==> config.mk <==
export PLATFORM = sky130hd
export DESIGN_NAME = mul6_seq
export DESIGN_NICKNAME = d
export VERILOG_FILES = /design/src/rtl/mul6_seq.sv
export SDC_FILE = /design/constraint.sdc
export NUM_CORES = 1
export LEC_CHECK = 0
export ABC_CLOCK_PERIOD_IN_PS = 3800
export CAP_MARGIN = 30
export CORE_UTILIZATION = 50
export DETAILED_ROUTE_END_ITERATION = 7
export PLACE_DENSITY_LB_ADDON = 0.3
export SYNTH_ARGS = -nofsm -noshare
export SYNTH_HDL_FRONTEND = slang
export SYNTH_SLANG_ARGS = --single-unit
==> constraint.sdc <==
create_clock -name clk -period 3.8 [get_ports clk]
set_clock_uncertainty 0.05 [all_clocks]
set_input_delay 0.57 -clock clk [delete_from_list [all_inputs] [get_ports clk]]
set_output_delay 0.57 -clock clk [all_outputs]
set_load 0.02 [all_outputs]
==> src/rtl/mul6_seq.sv <==
// 6x6 unsigned multiplier built from one shared 3x3 multiplier, four MUL steps.
// Latency: 4 edges from the accepting edge to out_valid; p is registered.
// Backpressure: p/out_valid hold in DONE until out_ready; in_ready only in IDLE.
module mul6_seq (
  input  logic        clk,
  input  logic        rst,
  input  logic        in_valid,
  output logic        in_ready,
  input  logic [5:0]  a,
  input  logic [5:0]  b,
  output logic        out_valid,
  input  logic        out_ready,
  output logic [11:0] p,
  output logic        busy
);

  typedef enum logic [1:0] {
    IDLE = 2'd0,
    MUL  = 2'd1,
    DONE = 2'd2
  } state_t;

  state_t      state_q, state_d;
  logic [1:0]  step_q, step_d;
  logic [5:0]  a_q, a_d;
  logic [5:0]  b_q, b_d;
  logic [11:0] acc_q, acc_d;
  logic [11:0] p_q, p_d;

  logic [2:0]  mul_x;
  logic [2:0]  mul_y;
  logic [5:0]  pp;
  logic [3:0]  pp_shamt;
  logic [11:0] pp_sh;
  logic        accept;

  // Select the operand slices for the current step and shift the partial product.
  // step[1] picks the high slice of a, step[0] the high slice of b.
  always_comb begin
    mul_x    = step_q[1] ? a_q[5:3] : a_q[2:0];
    mul_y    = step_q[0] ? b_q[5:3] : b_q[2:0];
    pp       = {3'b000, mul_x} * {3'b000, mul_y};
    pp_shamt = 4'd0;
    case (step_q)
      2'd0:    pp_shamt = 4'd0;
      2'd1:    pp_shamt = 4'd3;
      2'd2:    pp_shamt = 4'd3;
      default: pp_shamt = 4'd6;
    endcase
    pp_sh    = {6'b000000, pp} << pp_shamt;
  end

  // Handshake-facing outputs decoded from the registered state.
  always_comb begin
    in_ready  = (state_q == IDLE) && !rst;
    out_valid = (state_q == DONE);
    busy      = (state_q != IDLE);
    p         = p_q;
    accept    = in_valid && in_ready;
  end

  // Next-state and datapath updates; everything holds unless the state says otherwise.
  always_comb begin
    state_d = state_q;
    step_d  = step_q;
    a_d     = a_q;
    b_d     = b_q;
    acc_d   = acc_q;
    p_d     = p_q;
    case (state_q)
      IDLE: begin
        if (accept) begin
          a_d     = a;
          b_d     = b;
          acc_d   = 12'd0;
          step_d  = 2'd0;
          state_d = MUL;
        end
      end
      MUL: begin
        acc_d  = acc_q + pp_sh;
        step_d = step_q + 2'd1;
        if (step_q == 2'd3) begin
          p_d     = acc_q + pp_sh;
          state_d = DONE;
        end
      end
      DONE: begin
        if (out_ready) begin
          state_d = IDLE;
        end
      end
      default: state_d = IDLE;
    endcase
  end

  // State register; reset aborts any operation in flight and clears the result.
  always_ff @(posedge clk) begin
    if (rst) begin
      state_q <= IDLE;
      step_q  <= 2'd0;
      a_q     <= 6'd0;
      b_q     <= 6'd0;
      acc_q   <= 12'd0;
      p_q     <= 12'd0;
    end else begin
      state_q <= state_d;
      step_q  <= step_d;
      a_q     <= a_d;
      b_q     <= b_d;
      acc_q   <= acc_d;
      p_q     <= p_d;
    end
  end

endmodule

# Word level (Yosys, flattened, before mapping)
# Cells that the tools add are included.
word_totals:
  regBits: 40
  output_inout_bits: 15
  elab_cells: 41
classes:
  add_sub_neg: 2
  multipliers: 1
  eq_ne: 8
  shift: 1
  mux: 11
  reduce_logical: 12
ops:
  columns: ["op", "count"]
  rows:
  - ["case mux 12 bit (2 select lines)", 1]
  - ["adder 12 bit", 1]
  - ["two-way mux 12 bit", 1]
  - ["left shift 6 x 4 -> 12 bit", 1]
  - ["two-way mux 2 bit", 4]
  - ["equality test 2 bit, second input constant", 3]
  - ["multiplier 3 x 3 -> 6 bit", 1]
  - ["two-way mux 3 bit", 2]
  - ["case mux 2 bit (3 select lines)", 1]
  - ["case mux 3 bit (2 select lines)", 1]
  - ["AND reduction 2 bit", 3]
  - ["equality test 2 x 1 -> 1 bit, second input constant", 2]
  - ["zero test 2 bit", 2]
  - ["inequality test 2 bit, second input constant", 2]
  - ["case mux 2 bit (2 select lines)", 1]
  - ["nonzero test 2 bit", 2]
  - ["AND reduction 3 bit", 1]
  - ["adder 2 x 1 -> 2 bit, second input constant", 1]
  - ["logical AND 1 bit", 2]
  - ["inequality test 2 x 1 -> 1 bit, second input constant", 1]
  - ["OR reduction 2 bit", 1]
  - ["zero test 1 bit", 1]

# Logic depth before layout (Yosys ltp)
depth:
  word_depth: 6
  mapped_depth: 20

# Least setup slack after synthesis
# No wires, ideal clock.
synth_timing:
  kind: "reg-to-reg"
  from: "register step_q[1]"
  to: "register p_q[11], in the netlist p[11]"
  setup_ns: 0.132
  t_arrival_ns: 3.887
  t_required_ns: 3.618
  setup_slack_ns: -0.269
  path_stages_with_launch: 21
  period_less_slack_ns: 4.069
  path_cell_list: "dfxtp_1 > buf_2 > mux2i_1 > or2_2 > fa_1 > inv_1 > ha_1 > fa_1 > xnor2_1 > nand2_1 > o21ai_0 > o21ai_0 > nand2_1 > o21ai_0 > ha_1 > o211ai_1 > o21ai_1 > a41oi_1 > o21ai_1 > xor2_1 > a21oi_1"
synth_via:
  elab_chain_cells: 5
  elab_cells_between_ends: 11
synth_lines:
  columns: ["item", "line", "source"]
  rows:
  - ["from (decl)", "24", "logic [1:0] step_q, step_d;"]
  - ["from (signal assigned)", "108", "step_q <= step_d;"]
  - ["parallel branches: the longest is 5 deep, another holds adder 12 bit", null, null]
  - ["to (signal assigned)", "112", "p_q <= p_d;"]
  - ["to (decl)", "28", "logic [11:0] p_q, p_d;"]
# Parallel ways; which one is timed is not known.
# A chain may end at the register's enable or synchronous reset.

# Final worst setup path
# Ends and elaborated chain as after synthesis.

==> flow_metrics.py <==
metrics = {
    "status": {
        "status": "finished with violations",
        "failed_checks": "setup timing",
    },
    "clock_network": {
        "cts_tree": "built",
        "clock_path_buffers": 2,
        "cts_buffers": 5,
        "clk_pin_slew_ps": 90,
        "clkSinkCount": 40,
        "cts_root_buf": "clkbuf_8",
        "clkLatencyLatePin_ps": 300,
        "h-tree-depth": 2,
    },
    "setup_path": {
        "cp-endpoint": "p[11]",
        "cp.required_ps": 3920,
        "crit_fanout": 4,
        "end_kind": "flip-flop",
        "critPathKind": "flip-flop to flip-flop",
        "critPathLaunch": "step_q[1]",
        "ff2ff_setup_slack_ps": -200,
        "timing.rr.start": "step_q[1]",
        "rr_endpoint": "p[11]",
        "cp.arrival_ps": 4110,
        "crit_path_max_incr_delay_ps": 550,
        "reg2reg_depth": 18,
        "crit_path_start_kind": "flip-flop",
        "path_cells": "mux2i_4 > or2_4 > fa_1 > inv_1 > ha_2 > fa_2 > nor2_1 > a21oi_2 > o21ai_2 > mux2i_1 > ha_1 > buf_4 > nand2_1 > nor2_4 > a41oi_1 > o21ai_1 > xor2_1 > a21oi_1",
        "critPathSlowestCell": "fa_2",
    },
    "floorplan": {
        "initial_utilization_pct": 53.47,
        "die_h_um": 71.17,
        "fp.dieW_um": 71.17,
        "core_um2": 4474,
        "rows": 24,
        "dieArea_um2": 5065,
        "io_pins": 31,
    },
    "sta": {
        "finalMaxSlewViolations": 0,
        "setup_violations": 14,
        "hold_viol_final": 0,
        "period_share_pct": 105.2,
        "fin_crit_ps": 3998,
        "rsz0062_at_grt": "yes",
        "slew_headroom_pct": 41.09,
        "worst_slack_ps": -197.6,
        "max_freq_mhz": 250.2,
        "tightest_slew_ps": 880.4,
        "fin_tns_setup_ps": -1432,
        "hold_slack_ps": 407.6,
    },
    "placement": {
        "place_area_um2": 2924,
        "gp_congestion": 0.9107,
        "post-dp-hpwl_mm": 4.223,
        "port_buffers": 30,
    },
    "yosys": {
        "yosys_warnings": 0,
        "syn_inst": 304,
        "ys_ff_latch": 40,
        "netlist_top_cells_area": "dfxtp_1 33%, ha_1 9.9%, nand2_1 8.9%",
        "synthDominantCellAreaShare_pct": 33.47,
        "synth_area_um2": 2392,
        "yosysSeqAreaShare_pct": 33.47,
        "syn_area_per_cell_um2": 7.869,
        "syn_nets": 342,
        "synth_edf_count": 0,
        "yosysTopAreaCell": "dfxtp_1",
        "synth_common_cells": "57 x nand2_1, 42 x a21oi_1, 40 x dfxtp_1",
        "synth_top_flop_cell": "dfxtp_1",
        "synth.most_common_cell": "nand2_1",
        "yosysUniqueCellTypes": 45,
        "async_reset_ff_share_pct": 0,
    },
    "global_route": {
        "antenna_found_initial": 0,
        "grt_use_total_pct": 24.39,
        "grt_pass1_vias": 2160,
        "grt_pass1_wl_mm": 9.701,
        "grt_start_max_net_pins": 36,
        "grt_overflow": 0,
    },
    "flow_run": {
        "maxCapViolCount": 0,
    },
    "hold_path": {
        "hold_class": "flip-flop to flip-flop",
    },
    "routing": {
        "via_per_inst": 5.520,
        "drc": 0,
        "vias": 2252,
        "wirelength_mm": 5.782,
        "wl_per_cell_um": 14.17,
        "drt_iter0_markers": 184,
        "ant_nets": 0,
        "first_pass_iters": 4,
    },
    "power": {
        "peakVddDrop_v": 0.0002250,
        "p_leak_nw": 1.260,
        "pwr_density_cell_nw_per_um2": 291.5,
        "p_total_w": 0.0009135,
    },
    "cells_and_area": {
        "layout-drive-gt1-share_pct": 21.35,
        "nNetsFinal": 393,
        "multiInputGateArea_um2": 1618,
        "num-fill-cells": 355,
        "final_util_pct": 70.05,
        "regArea_um2": 808.3,
        "postLayoutCellArea_um2": 3134,
        "diodes": 0,
        "area_growth_pct": 31.01,
    },
}
## registers in the layout, summed over array words and instances, names as in the netlist
| signal | count |
|---|---|
| p | 12 |
| b_q | 6 |
| state_q | 2 |
| acc_q | 12 |
| a_q | 6 |
| step_q | 2 |
## routing by layer
metal | track usage (%) | vias to the layer above | wire length (µm)
met5 | 0 | - | 0
met4 | 6.667 | 0 | 70
met3 | 4.274 | 7 | 189
met2 | 40.85 | 36 | 2677
met1 | 32.36 | 1065 | 2844
li1 | - | 1144 | -
## what timing repair did
| action | CTS | global route |
|---|---|---|
| pin swaps | 15 | 6 |
| resized for setup | 18 | 6 |
| buffers inserted | 5 | 0 |
| endpoints found under the setup margin | 14 | 14 |
| hold buffers | 0 | 0 |
## layout make-up
type	instances	area share, %
clock buffer	7	2.435
clock inverter	1	0.2794
inverter	12	1.517
multi-input combinational	238	51.62
sequential	40	25.79
tap	52	2.076
timing repair buffer	58	16.29
## critical path: cells and delay by family, from the launching register on
| family | cells | cell delay, ps |
|---|---|---|
| buffers and inverters | 2 | 200 |
| muxes | 2 | 370 |
| adders and majority gates | 4 | 1550 |
| AOI/OAI and AO/OA | 5 | 620 |
| xor gates and xnor gates | 1 | 240 |
| and+or+nand+nor | 4 | 460 |
| DFF | 1 | 370 |
## per-stage QoR
stage / worst slack [ps] / cells
global route: -325.3 / 408
detailed placement: -270.8 / 395
floorplan: -36.42 / 304
CTS: -150.1 / 408
finish: -197.6 / 408
global placement: -225.9 / 395
## kinds of logic after synthesis
logic type                 synth area share [%]
and+or+nand+nor                           21.44
AOI/OAI and AO/OA                         19.87
DFF                                       33.47
buffers and inverters                     4.917
adders and majority gates                 12.45
xor gates and xnor gates                  4.028
muxes                                     3.818
## worst min path at each step
stage | from | to | slack, ps | depth (start not counted)
2_1_floorplan | a_q[1] | a_q[1] | 390 | 2
4_1_cts | a_q[1] | a_q[1] | 410 | 2
3_3_place_gp | b_q[0] | b_q[0] | 390 | 2
6_report | p[9] | p[9] | 410 | 2
3_5_place_dp | b_q[3] | b_q[3] | 400 | 2
5_1_grt | b_q[5] | b_q[5] | 420 | 2
## power breakdown
part | internal (W) | leakage (nW) | total (W) | switching [W]
combinational | 0.0000904 | 0.892 | 0.000191 | 0.000100
sequential | 0.000429 | 0.325 | 0.000439 | 0.00000934
clock | 0.000131 | 0.0424 | 0.000284 | 0.000153
## placed cells by master (no fill, tap or decap), drive strengths merged, types with 2 or more instances in the layout
| cell | count |
|---|---|
| o211ai | 2 |
| o21a | 3 |
| clkdlybuf4s50 | 30 |
| clkbuf | 7 |
| inv | 12 |
| and2 | 2 |
| xnor2 | 9 |
| fa | 3 |
| xor2 | 2 |
| mux2i | 8 |
| a211oi | 3 |
| buf | 28 |
| a31oi | 3 |
| nand2b | 5 |
| ha | 19 |
| a21o | 2 |
| nor3 | 4 |
| nand3 | 7 |
| o21ai | 13 |
| dfxtp | 40 |
| a22o | 5 |
| nor2 | 28 |
| a21oi | 43 |
| nand2 | 57 |
| nor2b | 3 |
| or2 | 5 |
No activity file was read; power rests on OpenSTA's default activity.
==> edit 1, RTL diff (same settings) <==
Encoding of `state_t`: now one-hot (3 bits for 3 states).
--- a/src/rtl/mul6_seq.sv
+++ b/src/rtl/mul6_seq.sv
@@ -15,8 +15,8 @@
 );
 
-  typedef enum logic [1:0] {
-    IDLE = 2'd0,
-    MUL  = 2'd1,
-    DONE = 2'd2
+  typedef enum logic [2:0] {
+    IDLE = 3'b001,
+    MUL  = 3'b010,
+    DONE = 3'b100
   } state_t;
 
Function: no difference found for any inputs over 10 cycles, from zero or initial values and one cycle with rst high; not proved beyond that.
==> edit 1 against the unedited design <==
  * The flow still finishes with violations (setup timing)
  * Design area is 11% higher
  * Power is 2.8% lower
  * Count of clock-buffer cells in the layout is 1 lower
  * Worst setup slack worse by 0.19 ns
  * Area after synthesis is 5.4% higher
  * Via count is 11% higher
  * Combinational power is 32% lower
  * Wire length is 18% higher
  * Sequential cell count is 1 higher
  * Largest power group unchanged
  * Highest routed layer unchanged
==> edit 1: results (changes against the unedited design) <==
| Metric | Value |
|---|---|
| Status | `finished with violations` |
| Failing checks | `setup timing` |
| Slowest stage cell, crit path | `fa_1` |
| Layout cells sized above 1 | `23.0% (+1.7 points)` |
| Fin cells | `449 (+10%)` |
| Hold Path Sink | `p[5]$_SDFFE_PP0P_` |
| Post-synthesis cell type count | `44 (-2.2%)` |
| Setup TNS | `-3.96 ns (-2.53 ns)` |
| CP max stage delay | `0.53 ns (-0.02 ns)` |
| Slew HR | `36.8% (-4.3 points)` |
| GPL Wtd Cong | `0.890 (-2.2%)` |
| Slack of the worst reg-to-reg path | `-0.39 ns (-0.19 ns)` |
| Syn_nets | `359 (+5.0%)` |
| Sequential element share of the synthesized area | `32.5% (-0.93 points)` |
| Drt first-iter violations | `117 (-36%)` |
| First-pass GRT wire length | `10.6 mm (+9.1%)` |
| Crit Path Max Fanout | `5 (+1)` |
| All-layer global routing usage | `25.9% (+1.5 points)` |
| Vias in the first global route | `2303 (+6.6%)` |
| Wire length per cell | `15.3 um (+7.7%)` |
| VDD IR max | `0.000189 V (-16%)` |
| Pleak | `1.42 nW (+13%)` |
| Inst Count DP | `437 (+11%)` |
| Hold path start | `p[5]$_SDFFE_PP0P_` |
| Top cells by area, synth | `dfxtp_1 33%, ha_1 9.4%, nand2_1 8.9%, a21oi_1 5.6%, nand3b_1 4.8%` |
| Via count | `2502 (+11%)` |
| Largest net degree at the start of global routing | `30 (-17%)` |
| Placed Area | `3130 sq um (+7.0%)` |
| Final Worst Setup Slack | `-0.387 ns (-0.189 ns)` |
| Endpoints failing setup | `14 (unchanged)` |
| HPWL after detailed placement | `4.55 mm (+7.8%)` |
| RR Endpoint | `p[11]$_SDFFE_PP0P_` |
==> edit 1: cell count changes after synthesis, sizes merged, moves of 4 or more <==
cell    unedited run  this run
a22o               5         0
xnor2              9         4
clkbuf             7        13
nand3b             1        16
nand4b             0         6
a21oi             43        28
o21ai             13        17
xor2               2         6
nand3              7        12
==> edit 1: metrics by stage <==
stage	setup slack, ns	hold slack, ns	util (%)
2_1_floorplan	-0.234	0.397	-
3_3_place_gp	-0.330	0.389	65.3
3_5_place_dp	-0.401	0.399	65.4
4_1_cts	-0.290	0.411	70.3
5_1_grt	-0.576	0.428	72.4
6_report	-0.387	0.409	72.4
==> edit 1: power breakdown <==
part	internal (mW)	switching, mW	total, mW
combinational	0.0641	0.0657	0.130
clock	0.147	0.162	0.309
sequential	0.441	0.00826	0.449
total	0.652	0.236	0.888
==> edit 1: layout make-up <==
cell class | count | area (sq um)
flip-flops and latches | 41 | 826
well taps | 67 | 83.8
repair buffers | 70 | 606
inverters | 11 | 41.3
clock buffers | 6 | 82.6
multi-input cells | 252 | 1810
fillers | 358 | 1320
clock inverters | 2 | 13.8
==> edit 1: cell families (layout without fill, tap and decap cells) <==
group	after synthesis	after routing	synth area share, %
muxes	9	9	3.62
adders and majority gates	22	22	11.8
and+or+nand+nor	146	146	28.7
buffers and inverters	28	89	4.32
DFF	41	41	32.5
xor gates and xnor gates	10	10	3.47
AOI/OAI and AO/OA	65	65	15.5
==> edit 1: routing by layer <==
metal | part of all wire (%) | GRT usage, % | wire length (um)
met4 | 2.2 | 8.71 | 151
met1 | 44 | 35.0 | 3000
met2 | 49 | 41.9 | 3370
met3 | 4.8 | 4.28 | 331
met5 | 0 | 0 | 0
==> edit 2, RTL diff (config.mk and constraints unchanged) <==
Made on the original files. `b_q` no longer has a reset.
--- a/src/rtl/mul6_seq.sv
+++ b/src/rtl/mul6_seq.sv
@@ -101,5 +101,4 @@
       step_q  <= 2'd0;
       a_q     <= 6'd0;
-      b_q     <= 6'd0;
       acc_q   <= 12'd0;
       p_q     <= 12'd0;
@@ -108,5 +107,4 @@
       step_q  <= step_d;
       a_q     <= a_d;
-      b_q     <= b_d;
       acc_q   <= acc_d;
       p_q     <= p_d;
@@ -114,4 +112,8 @@
   end
 
+  always_ff @(posedge clk) begin
+    b_q <= b_d;
+  end
+
 endmodule
 
Check against the original RTL: no difference found for any inputs over 4 cycles, from zero or initial values and one cycle with rst high; that may be too few to reach the edited logic, so the function may still have changed.
==> edit 2 against the unedited design <==
  * The flow still finishes with violations (setup timing)
  * Worst setup slack got worse by 0.097 ns
  * Area after synthesis is 0.58% higher
  * Wire length up 6.8%
  * Sequential power grew 3%
  * Sequential cell count stayed put
  * Design area up 4.9%
  * Power up 8.0%
  * Non-clock buffer count up 7
  * Largest cell class unchanged
  * Highest routed layer unchanged
==> edit 2: results (changes against the unedited design) <==
| Metric | Value |
|---|---|
| Final Worst Setup Slack | `-0.295 ns (-0.0971 ns)` |
| CTS resizes | `15 (-3)` |
| Top cells by area, synth | `dfxtp_1 28%, ha_1 9.9%, nand2_1 7.6%, edfxtp_1 7.5%, a21oi_1 6.7%` |
| Pleak | `1.36 nW (+8.2%)` |
| Crit Path Max Fanout | `4 (unchanged)` |
| Post-synthesis compound-gate area fraction | `17.5% (-2.3 points)` |
| Syn_nets | `328 (-4.1%)` |
| Post-synthesis xor/xnor area fraction | `4.26% (+0.24 points)` |
| Top cells by count, synth | `49 x nand2_1, 34 x dfxtp_1, 32 x a21oi_1` |
| Reg2reg start | `step_q[0]$_SDFFE_PP0P_` |
| Clock Pin Slew Worst Setup and Hold Paths | `0.08 ns` |
| Post-synthesis cell type count | `46 (+2.2%)` |
| PortBufs | `30 (unchanged)` |
| Layout cells sized above 1 | `26.8% (+5.4 points)` |
| R2R cell count | `20 (+2)` |
| Drt first-iter violations | `153 (-17%)` |
| Worst-margin pin slew | `0.625 ns (-0.255 ns)` |
| Endpoints failing setup | `14 (unchanged)` |
| Slowest stage cell, crit path | `fa_1` |
| Vias per cell | `5.64 (+2.1%)` |
| First-pass GRT wire length | `9.92 mm (+2.3%)` |
| GPL Wtd Cong | `0.984 (+8.0%)` |
| DRT Wirelength | `6.18 mm (+6.8%)` |
| Multiplexer area fraction after synthesis | `5.10% (+1.3 points)` |
| VDD IR max | `0.000311 V (+38%)` |
| Hold WC Path Type | `register to register` |
| Status | `finished with violations` |
| YS warnings | `0 (unchanged)` |
| # Post-CTS Setup Buffers | `7 (+2)` |
| RR Endpoint | `p[11]$_SDFFE_PP0P_` |
| Async set-reset flop share out of synthesis | `0% (unchanged)` |
| Arrival time worst endpoint | `4.21 ns (+0.10 ns)` |
| Clk_lat worst skew | `0.30 ns (about the same)` |
| Adder-cell share of the synthesized area | `12.4% (-0.071 points)` |
| Initial antenna violation count | `0 (unchanged)` |
| Drt pass-1 iters | `6 (+2)` |
| Final net count | `388 (-1.3%)` |
| Filler Cells Inserted | `313 (-12%)` |
| H-tree levels | `2 (unchanged)` |
| Largest net degree at the start of global routing | `32 (-11%)` |
| Clock Tree Root | `clkbuf_8` |
| All-layer global routing usage | `25.3% (+0.87 points)` |
| Failing checks | `setup timing` |
| Setup TNS | `-2.84 ns (-1.41 ns)` |
| Post-synth EDFFs | `6 (+6)` |
| Largest delay share family, worst path | `adder cells` |
| Sequential element share of the synthesized area | `35.8% (+2.3 points)` |
| Antenna Cells | `0 (unchanged)` |
| HPWL after detailed placement | `4.38 mm (+3.8%)` |
| Vias in the first global route | `2093 (-3.1%)` |
| CP max stage delay | `0.52 ns (-0.03 ns)` |
edit 2: cell count changes after synthesis, moves of 5 or more:
cell      before  now
a21oi_1       42   32
nand2_1       57   49
dfxtp_1       40   34
edfxtp_1       0    6
nor3_1         4    9
edit 2: cell type report:
type | count | area, sq um | area share [%]
clock inverter | 3 | 22.5 | 0.685
inverter | 11 | 41.3 | 1.26
multi-input combinational | 227 | 1660 | 50.5
sequential | 40 | 866 | 26.3
timing repair buffer | 65 | 563 | 17.1
tap | 52 | 65.1 | 1.98
clock buffer | 5 | 68.8 | 2.09
edit 2: cells by family after synthesis:
| group | after synthesis |
|---|---|
| simple gates | 114 |
| mux | 12 |
| fa+ha+maj | 22 |
| xor+xnor | 10 |
| buf+inv | 23 |
| compound gates | 69 |
| flops | 40 |
edit 2: power breakdown:
| part | switching, mW | leakage [nW] | internal (mW) |
|---|---|---|---|
| clock network | 0.162 | 0.0447 | 0.131 |
| logic | 0.121 | 0.987 | 0.121 |
| registers | 0.0114 | 0.332 | 0.441 |
edit 2: how the worst min path moves through the flow:
stage                              to  cells past startpoint              startpoint  slack (ns)
2_1_floorplan  acc_q[11]$_SDFFE_PP0P_                      2  acc_q[11]$_SDFFE_PP0P_        0.38
3_3_place_gp   acc_q[11]$_SDFFE_PP0P_                      2  acc_q[11]$_SDFFE_PP0P_        0.39
4_1_cts        acc_q[11]$_SDFFE_PP0P_                      2  acc_q[11]$_SDFFE_PP0P_        0.41
3_5_place_dp   acc_q[11]$_SDFFE_PP0P_                      2  acc_q[11]$_SDFFE_PP0P_        0.40
5_1_grt        acc_q[11]$_SDFFE_PP0P_                      2  acc_q[11]$_SDFFE_PP0P_        0.43
6_report       acc_q[11]$_SDFFE_PP0P_                      2  acc_q[11]$_SDFFE_PP0P_        0.40
edit 2: tightest hold or removal path: cells and delay by family (launching register included):
| family | cells | cell delay [ns] |
|---|---|---|
| AO/OA/AOI/OAI | 1 | 0.05 |
| AND/OR/NAND/NOR | 1 | 0.05 |
| flip-flops | 1 | 0.32 |
edit 2: metrics by stage:
step / hold slack (ns) / cell area [sq um] / setup WS [ns] / std cells
CTS: 0.408 / 3190 / -0.275 / 402
global route: 0.428 / 3290 / -0.485 / 403
finish: 0.400 / 3290 / -0.295 / 403
detailed placement: 0.396 / 3000 / -0.512 / 388
global placement: 0.388 / 3000 / -0.434 / 388
floorplan: 0.377 / 2490 / -0.156 / 290
edit 2: layer usage:
| layer | vias up | track usage [%] | part of all wire [%] | wire (um) |
|---|---|---|---|---|
| li1 | 1124 | - | - | - |
| met1 | 1083 | 35.5 | 48 | 2940 |
| met2 | 59 | 40.2 | 46 | 2860 |
| met3 | 5 | 4.22 | 4.9 | 305 |
| met4 | 0 | 7.33 | 1.2 | 73 |
| met5 | - | 0 | 0 | 0 |
